$ cat src/rtl/button_event_ctrl.sv
// button_event_ctrl: debounces four colour buttons and queues one event per accepted press for CPU polling.
//   clock         : system clock, rising edge
//   reset_n       : asynchronous active-low reset
//   red/blue/green/yellow_button : raw asynchronous buttons, active high
//   poll_button   : one-cycle CPU strobe, pops the head event when the queue is non-empty
//   button_out    : {ts[15:0] or 0, 8'h0, count[3:0], overflow, head colour[1:0], non-empty}
//   Optional macro BUTTON_TIMESTAMP_EN adds a cycle/1024 timestamp per event in button_out[31:16].
module button_event_ctrl #(
    parameter int DEBOUNCE_CYCLES = 1000000,
    parameter int CNT_W           = 20,
    parameter int FIFO_DEPTH      = 4
) (
    input  logic        clock,
    input  logic        reset_n,
    input  logic        red_button,
    input  logic        blue_button,
    input  logic        green_button,
    input  logic        yellow_button,
    input  logic        poll_button,
    output logic [31:0] button_out
);
    localparam int AW = $clog2(FIFO_DEPTH);
    localparam logic [CNT_W-1:0] LAST = CNT_W'(DEBOUNCE_CYCLES - 1);
    typedef enum logic [1:0] {IDLE, ARM, HELD, REL} state_t;
    logic [3:0]       r_sync1, r_sync2;
    state_t           r_state, w_state_nx;
    logic [CNT_W-1:0] r_cnt, w_cnt_nx;
    logic [1:0]       r_col, w_col_nx, w_col;
    logic             w_push, w_single, w_pop, w_wr, w_full, w_nonempty;
    logic [AW-1:0]    r_head, r_tail;
    logic [AW:0]      r_count;
    logic             r_ovf;
    logic [1:0]       r_mem [FIFO_DEPTH];
    logic [23:0]      w_hi;
    // Bit index of the synced vector equals the colour code.
    always_ff @(posedge clock or negedge reset_n) begin
        if (!reset_n) begin
            r_sync1 <= '0;
            r_sync2 <= '0;
        end else begin
            r_sync1 <= {yellow_button, green_button, blue_button, red_button};
            r_sync2 <= r_sync1;
        end
    end
    // Exactly one bit set: non-zero and clearing the lowest set bit leaves nothing.
    assign w_single = (r_sync2 != 4'd0) && ((r_sync2 & (r_sync2 - 4'd1)) == 4'd0);
    assign w_col    = r_sync2[1] ? 2'd1 : r_sync2[2] ? 2'd2 : r_sync2[3] ? 2'd3 : 2'd0;
    always_ff @(posedge clock or negedge reset_n) begin
        if (!reset_n) begin
            r_state <= IDLE;
            r_cnt   <= '0;
            r_col   <= '0;
        end else begin
            r_state <= w_state_nx;
            r_cnt   <= w_cnt_nx;
            r_col   <= w_col_nx;
        end
    end
    always_comb begin
        w_state_nx = r_state;
        w_cnt_nx   = r_cnt;
        w_col_nx   = r_col;
        w_push     = 1'b0;
        case (r_state)
            IDLE: if (w_single) begin
                w_col_nx   = w_col;
                w_cnt_nx   = '0;
                w_state_nx = ARM;
            end
            ARM: if (w_single && w_col == r_col) begin
                if (r_cnt == LAST) begin
                    w_push     = 1'b1;
                    w_state_nx = HELD;
                end else begin
                    w_cnt_nx = r_cnt + 1'b1;
                end
            end else begin
                w_state_nx = IDLE;
            end
            HELD: if (r_sync2 == 4'd0) begin
                w_cnt_nx   = '0;
                w_state_nx = REL;
            end
            REL: if (r_sync2 != 4'd0) begin
                w_cnt_nx = '0;
            end else if (r_cnt == LAST) begin
                w_state_nx = IDLE;
            end else begin
                w_cnt_nx = r_cnt + 1'b1;
            end
            default: w_state_nx = IDLE;
        endcase
    end
    assign w_nonempty = r_count != '0;
    assign w_full     = r_count == (AW+1)'(FIFO_DEPTH);
    assign w_pop      = poll_button && w_nonempty;
    // A pop in the same cycle frees the slot, so a push into a full queue still lands.
    assign w_wr       = w_push && (!w_full || w_pop);
    always_ff @(posedge clock or negedge reset_n) begin
        if (!reset_n) begin
            r_head  <= '0;
            r_tail  <= '0;
            r_count <= '0;
            r_ovf   <= 1'b0;
        end else begin
            if (w_pop) r_head <= r_head + 1'b1;
            if (w_wr) r_tail <= r_tail + 1'b1;
            r_count <= r_count + (AW+1)'(w_wr) - (AW+1)'(w_pop);
            r_ovf   <= w_pop ? 1'b0 : (w_push && w_full) ? 1'b1 : r_ovf;
        end
    end
    always_ff @(posedge clock) begin
        if (w_wr) r_mem[r_tail] <= w_col_nx;
    end
`ifdef BUTTON_TIMESTAMP_EN
    logic [9:0]  r_div;
    logic [15:0] r_tick;
    logic [15:0] r_ts [FIFO_DEPTH];
    always_ff @(posedge clock or negedge reset_n) begin
        if (!reset_n) begin
            r_div  <= '0;
            r_tick <= '0;
        end else begin
            r_div  <= r_div + 1'b1;
            r_tick <= (r_div == 10'h3FF) ? r_tick + 1'b1 : r_tick;
        end
    end
    always_ff @(posedge clock) begin
        if (w_wr) r_ts[r_tail] <= r_tick;
    end
    assign w_hi = {w_nonempty ? r_ts[r_head] : 16'd0, 8'd0};
`else
    assign w_hi = 24'd0;
`endif
    assign button_out = {w_hi, 4'(r_count), r_ovf, w_nonempty ? r_mem[r_head] : 2'b00, w_nonempty};
endmodule

$ cat config.mk
export PLATFORM = sky130hd
export DESIGN_NAME = button_event_ctrl
export DESIGN_NICKNAME = d
export VERILOG_FILES = /design/src/rtl/button_event_ctrl.sv
export SDC_FILE = /design/constraint.sdc
export NUM_CORES = 1
export LEC_CHECK = 0
export BUFFER_PORTS_ARGS = -buffer_cell sky130_fd_sc_hd__clkbuf_2
export CAP_MARGIN = 15
export CELL_PAD_IN_SITES_DETAIL_PLACEMENT = 1
export CELL_PAD_IN_SITES_GLOBAL_PLACEMENT = 1
export CORE_MARGIN = 4
export CORE_UTILIZATION = 40
export CTS_CLUSTER_DIAMETER = 150
export DETAILED_ROUTE_END_ITERATION = 8
export PLACE_DENSITY_LB_ADDON = 0.1
export SYNTH_ARGS = -nofsm -noshare
export SYNTH_HDL_FRONTEND = slang
export SYNTH_SLANG_ARGS = --single-unit
$ cat constraint.sdc
create_clock -name clock -period 2.74 [get_ports clock]
set_input_delay 0 -clock clock [delete_from_list [all_inputs] [get_ports clock]]
set_output_delay 0 -clock clock [all_outputs]
set_load 0.01 [all_outputs]
Word-level counts from Yosys, hierarchy flattened
Memory sizes are Yosys's and may differ from the RTL's.
Index checks and enable logic that the tools add are counted.
{ "classes": {"n_addsub": 6, "eq_ne": 12, "muxes": 26, "bitwise_logic": 1, "n_reduce_logical": 15} }
{ "op_table": {"columns": ["op", "count"], "rows": [
  ["20-bit 2-to-1 mux", 5],
  ["20-bit case mux with 4 select lines", 1],
  ["2-bit 2-to-1 mux", 12],
  ["20-bit by 1-bit adder with 20-bit output (second input constant)", 1],
  ["20-bit equality test (second input constant)", 1],
  ["2-bit != test (second input constant)", 5],
  ["4-bit zero test", 2],
  ["2-bit case mux with 4 select lines", 1],
  ["1-bit 2-to-1 mux", 7],
  ["1-bit logical AND", 5],
  ["5-bit AND reduction", 1],
  ["2-bit by 1-bit adder with 2-bit output (second input constant)", 2],
  ["4-bit AND", 1],
  ["2-bit equality test (second input constant)", 2],
  ["4-bit nonzero test", 1],
  ["4-bit by 1-bit subtractor with 4-bit output (second input constant)", 1],
  ["3-bit by 1-bit adder with 3-bit output", 1],
  ["3-bit equality test (second input constant)", 1],
  ["3-bit != test (second input constant)", 1],
  ["3-bit AND reduction", 1],
  ["3-bit nonzero test", 1],
  ["3-bit by 1-bit subtractor with 3-bit output", 1],
  ["2-bit by 1-bit equality test with 1-bit output (second input constant)", 1],
  ["2-bit equality test", 1],
  ["4 further kinds", 4]
]} }
{ "word_totals": {"register_bits": 40, "ram_bits": 8, "input_bits": 7, "elab_cells": 70, "mem_count": 1} }
{ "mem_list": {"columns": ["name", "depth", "width", "rd", "rd_clocked_by_memory_dff", "write_ports", "line", "rtl"], "rows": [
  ["r_mem", 4, 2, 1, 0, 1, "33", "logic [1:0] r_mem [FIFO_DEPTH];"]
]} }

Longest topological paths before layout
{ "logic_depth": {"depth_word": 10, "mapped_depth": 11, "mapped_depth_nobuf": 10} }

Least setup slack after synthesis
OpenSTA, ideal clock, no wires.
{ "synth_timing": {"path_kind": "reg-to-reg", "startpoint": "register r_cnt[0]", "endpoint": "register r_count[2]", "setup_ns": 0.126, "arrival_time_ns": 2.453, "slack_ns": 0.162, "stages_incl_launch_ff": 11, "path_buffers": 0, "cell_sequence": "dfrtp_1 > ha_1 > nand3_1 > nor4_1 > nand3_1 > nor2_1 > ha_1 > inv_1 > fa_1 > xnor2_1 > xnor2_1"} }
{ "synth_via": {"elab_chain_len": 7} }
{ "synth_lines": {"columns": ["element", "line", "rtl"], "rows": [
  ["start: declaration", "27", "logic [CNT_W-1:0] r_cnt, w_cnt_nx;"],
  ["start signal: assignment", "55", "r_cnt <= w_cnt_nx;"],
  ["20-bit equality test", "71", "if (r_cnt == LAST) begin"],
  ["1-bit 2-to-1 mux", "71", null],
  ["1-bit 2-to-1 mux", "70", "ARM: if (w_single && w_col == r_col) begin"],
  ["1-bit 2-to-1 mux", "64", "case (r_state)"],
  ["1-bit logical AND", "98", "assign w_wr = w_push && (!w_full || w_pop);"],
  ["named net w_wr", "29", "logic w_push, w_single, w_pop, w_wr, w_full, w_nonempty;"],
  ["3-bit by 1-bit adder with 3-bit output", "108", "r_count <= r_count + (AW+1)'(w_wr) - (AW+1)'(w_pop);"],
  ["3-bit by 1-bit subtractor with 3-bit output", "108", null],
  ["end signal: assignment", "108", null],
  ["end: declaration", "31", "logic [AW:0] r_count;"]
]} }
The timed path passes the listed nets, and every way through them passes these cells.
A chain may end at the register's enable or synchronous reset.

Worst setup path after layout
{ "layout_timing": {"startpoint": "register r_cnt[11]", "endpoint": "register r_count[2]"} }
The elaborated chain is that of the path after synthesis.

==> out/summary.json <==
{
  "run_status": {"value": "finished, final reports clean"},
  "final-hold-violation-count": {"value": 0},
  "areaGrowthSynthToFinish": {"value": 8.84, "unit": "%"},
  "worst_max_slew_margin_expressed_relative_to_the_limit": {"value": 61.0, "unit": "%"},
  "clk_sink_count": {"value": 48},
  "reg2reg_setup_slack": {"value": 290, "unit": "ps"},
  "total_power": {"value": 2.03, "unit": "mW"},
  "chipWidth": {"value": 91.7, "unit": "µm"},
  "num_antenna_cells": {"value": 0},
  "track_usage": {"value": 14.8, "unit": "%"},
  "grt_setup_unrepaired": {"value": "no"},
  "power.share.switching": {"value": 34.0, "unit": "%"},
  "synth_warnings": {"value": 0},
  "power_density": {"value": 664, "unit": "nW/µm²"},
  "drt_first_pass_iters": {"value": 4},
  "crit_arrival": {"value": 2650, "unit": "ps"},
  "setup.worst_path.end": {"value": "r_count[2]"},
  "r2r_end": {"value": "r_count[2]"},
  "timing.final.setup_violations": {"value": 0},
  "post-route-drc-count": {"value": 0},
  "port_buffers": {"value": 13},
  "r2r.worst_path.cells": {"value": 10},
  "setup.worst_path.end_class": {"value": "flip-flop"},
  "tightestPinTransition": {"value": 586, "unit": "ps"},
  "floorplan.die_area": {"value": 8410, "unit": "µm²"},
  "layout-drive-gt1-share": {"value": 13.2, "unit": "%"},
  "synth_area": {"value": 2800, "unit": "µm²"},
  "avgSynthCellArea": {"value": 9.94, "unit": "µm²"},
  "tritoncts.num_buffers": {"value": 5},
  "hold_class": {"value": "in2reg"},
  "final_estimated_routing_congestion_in_global_placement": {"value": 0.782},
  "final-max-slew-violation-count": {"value": 0},
  "ys_ff_latch": {"value": 48},
  "number_of_antenna_violations_at_the_first_check_in_global_routing": {"value": 0},
  "max-vdd-ir-drop": {"value": 0.275, "unit": "mV"},
  "path_length_in_cells_of_the_critical_path": {"value": 10},
  "worstSetupPathType": {"value": "reg2reg"},
  "clockPowerShare": {"value": 26.3, "unit": "%"},
  "reg2reg_from": {"value": "r_cnt[11]"},
  "wl_per_cell": {"value": 14.9, "unit": "µm"},
  "cap_violations": {"value": 0},
  "worst-path-buf-inv": {"value": 1},
  "via_per_inst": {"value": 4.95},
  "start_kind": {"value": "flip-flop"},
  "h-tree-depth": {"value": 2},
  "io_pins": {"value": 39},
  "synthCells": {"value": 282},
  "nNetsFinal": {"value": 318},
  "critical_path.max_stage_delay": {"value": 440, "unit": "ps"},
  "ys_async_sr_fraction": {"value": 83.3, "unit": "%"},
  "clock-skew-final": {"value": 3.00, "unit": "ps"},
  "cellLeakagePower": {"value": 1.34, "unit": "nW"},
  "detailroute.via_count": {"value": 1980},
  "cell_chain_critical_path": {"value": "nor4_1 > nand4_1 > nor4_1 > nand3_1 > nor2_1 > ha_1 > inv_1 > fa_1 > xnor2_1 > xnor2_1"},
  "dominantRegCellSynth": {"value": "dfrtp_1"},
  "floorplan.die.height": {"value": 91.7, "unit": "µm"},
  "cpMaxStageDelayCell": {"value": "dfrtp_1"},
  "initial_core_util": {"value": 41.3, "unit": "%"},
  "ctsLongestPathBuffers": {"value": 2},
  "cts_repair_resized_insts": {"value": 0},
  "post-dp-hpwl": {"value": 4380, "unit": "µm"},
  "post-cts-setup-buffer-count": {"value": 0},
  "power.net_switching": {"value": 689, "unit": "µW"},
  "synth_common_cells": {"value": "dfrtp_1, buf_4, nor2_1"},
  "number_of_global_route_vias_before_repair": {"value": 2046},
  "finalCriticalPeriod": {"value": 2450, "unit": "ps"},
  "synth_top_cells_by_area": {"value": "dfrtp_1, edfxtp_1, buf_4"},
  "p_comb_share": {"value": 28.0, "unit": "%"},
  "grt.overflow.total": {"value": 0},
  "crit_start": {"value": "r_cnt[11]"},
  "synthDominantAreaCellType": {"value": "dfrtp_1"},
  "p_int": {"value": 1.34, "unit": "mW"},
  "wirelength": {"value": 5980, "unit": "µm"},
  "synth_largest_type_area_fraction": {"value": 35.7, "unit": "%"},
  "number_of_flops_mapped_to_enable_cells_by_yosys": {"value": 8},
  "postLayoutCoreUtil": {"value": 44.9, "unit": "%"},
  "fp.coreArea": {"value": 6790, "unit": "µm²"},
  "power.sequential.fraction": {"value": 45.7, "unit": "%"},
  "worst_path_dominant_cell_family": {"value": "simple AND/OR/NAND/NOR gates"},
  "setup_tns": {"value": 0, "unit": "ps"},
  "critical_path_peak_fanout": {"value": 5},
  "synthDistinctLibCells": {"value": 53},
  "final_min_period_over_clock_period": {"value": 89.4, "unit": "%"},
  "synth-seq-area-share": {"value": 44.3, "unit": "%"},
  "clkTransAtPathRegs": {"value": 90, "unit": "ps"},
  "pin_count_of_the_biggest_net_entering_global_routing": {"value": 41},
  "antenna_left": {"value": 0},
  "timing.critical_path.required": {"value": 2940, "unit": "ps"},
  "most_common_cell_in_the_netlist": {"value": "dfrtp_1"},
  "achievable-frequency": {"value": 408, "unit": "MHz"},
  "tritoncts_clock_tree": {"value": "built"},
  "cts_root_buffer": {"value": "clkbuf_8"},
  "worst_skew_pair.late_latency": {"value": 300, "unit": "ps"},
  "grt_pass1_wl": {"value": 10200, "unit": "µm"},
  "placement_rows": {"value": 30},
  "drt_iter0_markers": {"value": 73}
}
## layout by cell type, fill, tap and decap left out, types with 8 or more instances in the layout
| master | count |
|---|---|
| and2_1 | 8 |
| buf_4 | 9 |
| clkbuf_2 | 13 |
| conb_1 | 25 |
| dfrtp_1 | 40 |
| edfxtp_1 | 8 |
| inv_1 | 12 |
| nand2_1 | 17 |
| nand3_1 | 14 |
| nor2_1 | 18 |
| nor3_1 | 11 |
| nor4_1 | 9 |
| xnor2_1 | 8 |
| xor2_1 | 8 |
## power by group through the flow
stage | Clock [mW] | Combinational, mW | Sequential [mW]
after floorplan | 0 | 0.473 | 0.907
after global placement | 0 | 0.558 | 0.941
after detailed placement | 0 | 0.569 | 0.942
after CTS | 0.557 | 0.578 | 0.928
after global routing | 0.584 | 0.645 | 0.947
final | 0.533 | 0.569 | 0.926
## cell type report
| class | count | area, µm² |
|---|---|---|
| clock buffers | 5 | 68.8 |
| clock inverters | 3 | 46.3 |
| fillers | 797 | 3740 |
| inverters | 12 | 45.0 |
| multi-input cells | 208 | 1330 |
| flip-flops and latches | 48 | 1240 |
| well taps | 96 | 120 |
| repair buffers | 28 | 203 |
## how the worst min path moves through the flow
| stage | start | depth (start not counted) | endpoint | slack [ps] |
|---|---|---|---|---|
| 6_report | poll_button | 4 | r_ovf | 8 |
| 2_1_floorplan | reset_n | 0 | async pin | -300 |
| 3_5_place_dp | yellow_button | 1 | r_sync1[3] | 110 |
| 4_1_cts | poll_button | 4 | r_ovf | 7 |
| 5_1_grt | poll_button | 4 | r_ovf | 40 |
| 3_3_place_gp | yellow_button | 1 | r_sync1[3] | 110 |
## sequential cells by signal (all words and copies together), names as in the netlist, named ones only
signal and cells:
r_sync1 4, r_sync2 4, r_col 2, r_state 1, r_ovf 1, r_head 2
r_tail 2, r_mem 8, r_count 3, r_cnt 20
## worst min-delay path, stage by stage
cell and delay, ps:
clkbuf_2 90, nor4b_1 60, nand4_1 80, nand2_1 50
## metrics by stage
| step | area [µm²] | std cells | setup slack (ps) | hold slack, ps |
|---|---|---|---|---|
| global route | 3050 | 400 | 45.3 | 37.4 |
| detailed placement | 2870 | 386 | 285 | 111 |
| floorplan | 2890 | 306 | 162 | -296 |
| global placement | 2870 | 386 | 349 | 108 |
| finish | 3050 | 400 | 289 | 8.32 |
| CTS | 3030 | 399 | 262 | 7.39 |
## what timing repair did
action	CTS	global route
setup endpoints to repair	0	0
hold buffers	5	0
endpoints found under the hold margin	44	0
## cells by family after synthesis
group,count (synthesis),synth area share (%)
buffers and inverters,50,11.6
AO/OA/AOI/OAI,39,9.50
XOR/XNOR,16,5.00
flip-flops,48,44.3
other,1,0.134
adder cells (fa/ha/maj),8,3.84
AND/OR/NAND/NOR,117,23.7
multiplexers,3,2.01
## per-layer routing
metal | track usage, % | wire length [µm]
met1 | 18.2 | 2670
met4 | 3.71 | 55
met3 | 2.87 | 154
met2 | 26.5 | 3100
met5 | 0 | 0
No activity file was read; power rests on OpenSTA's default activity.
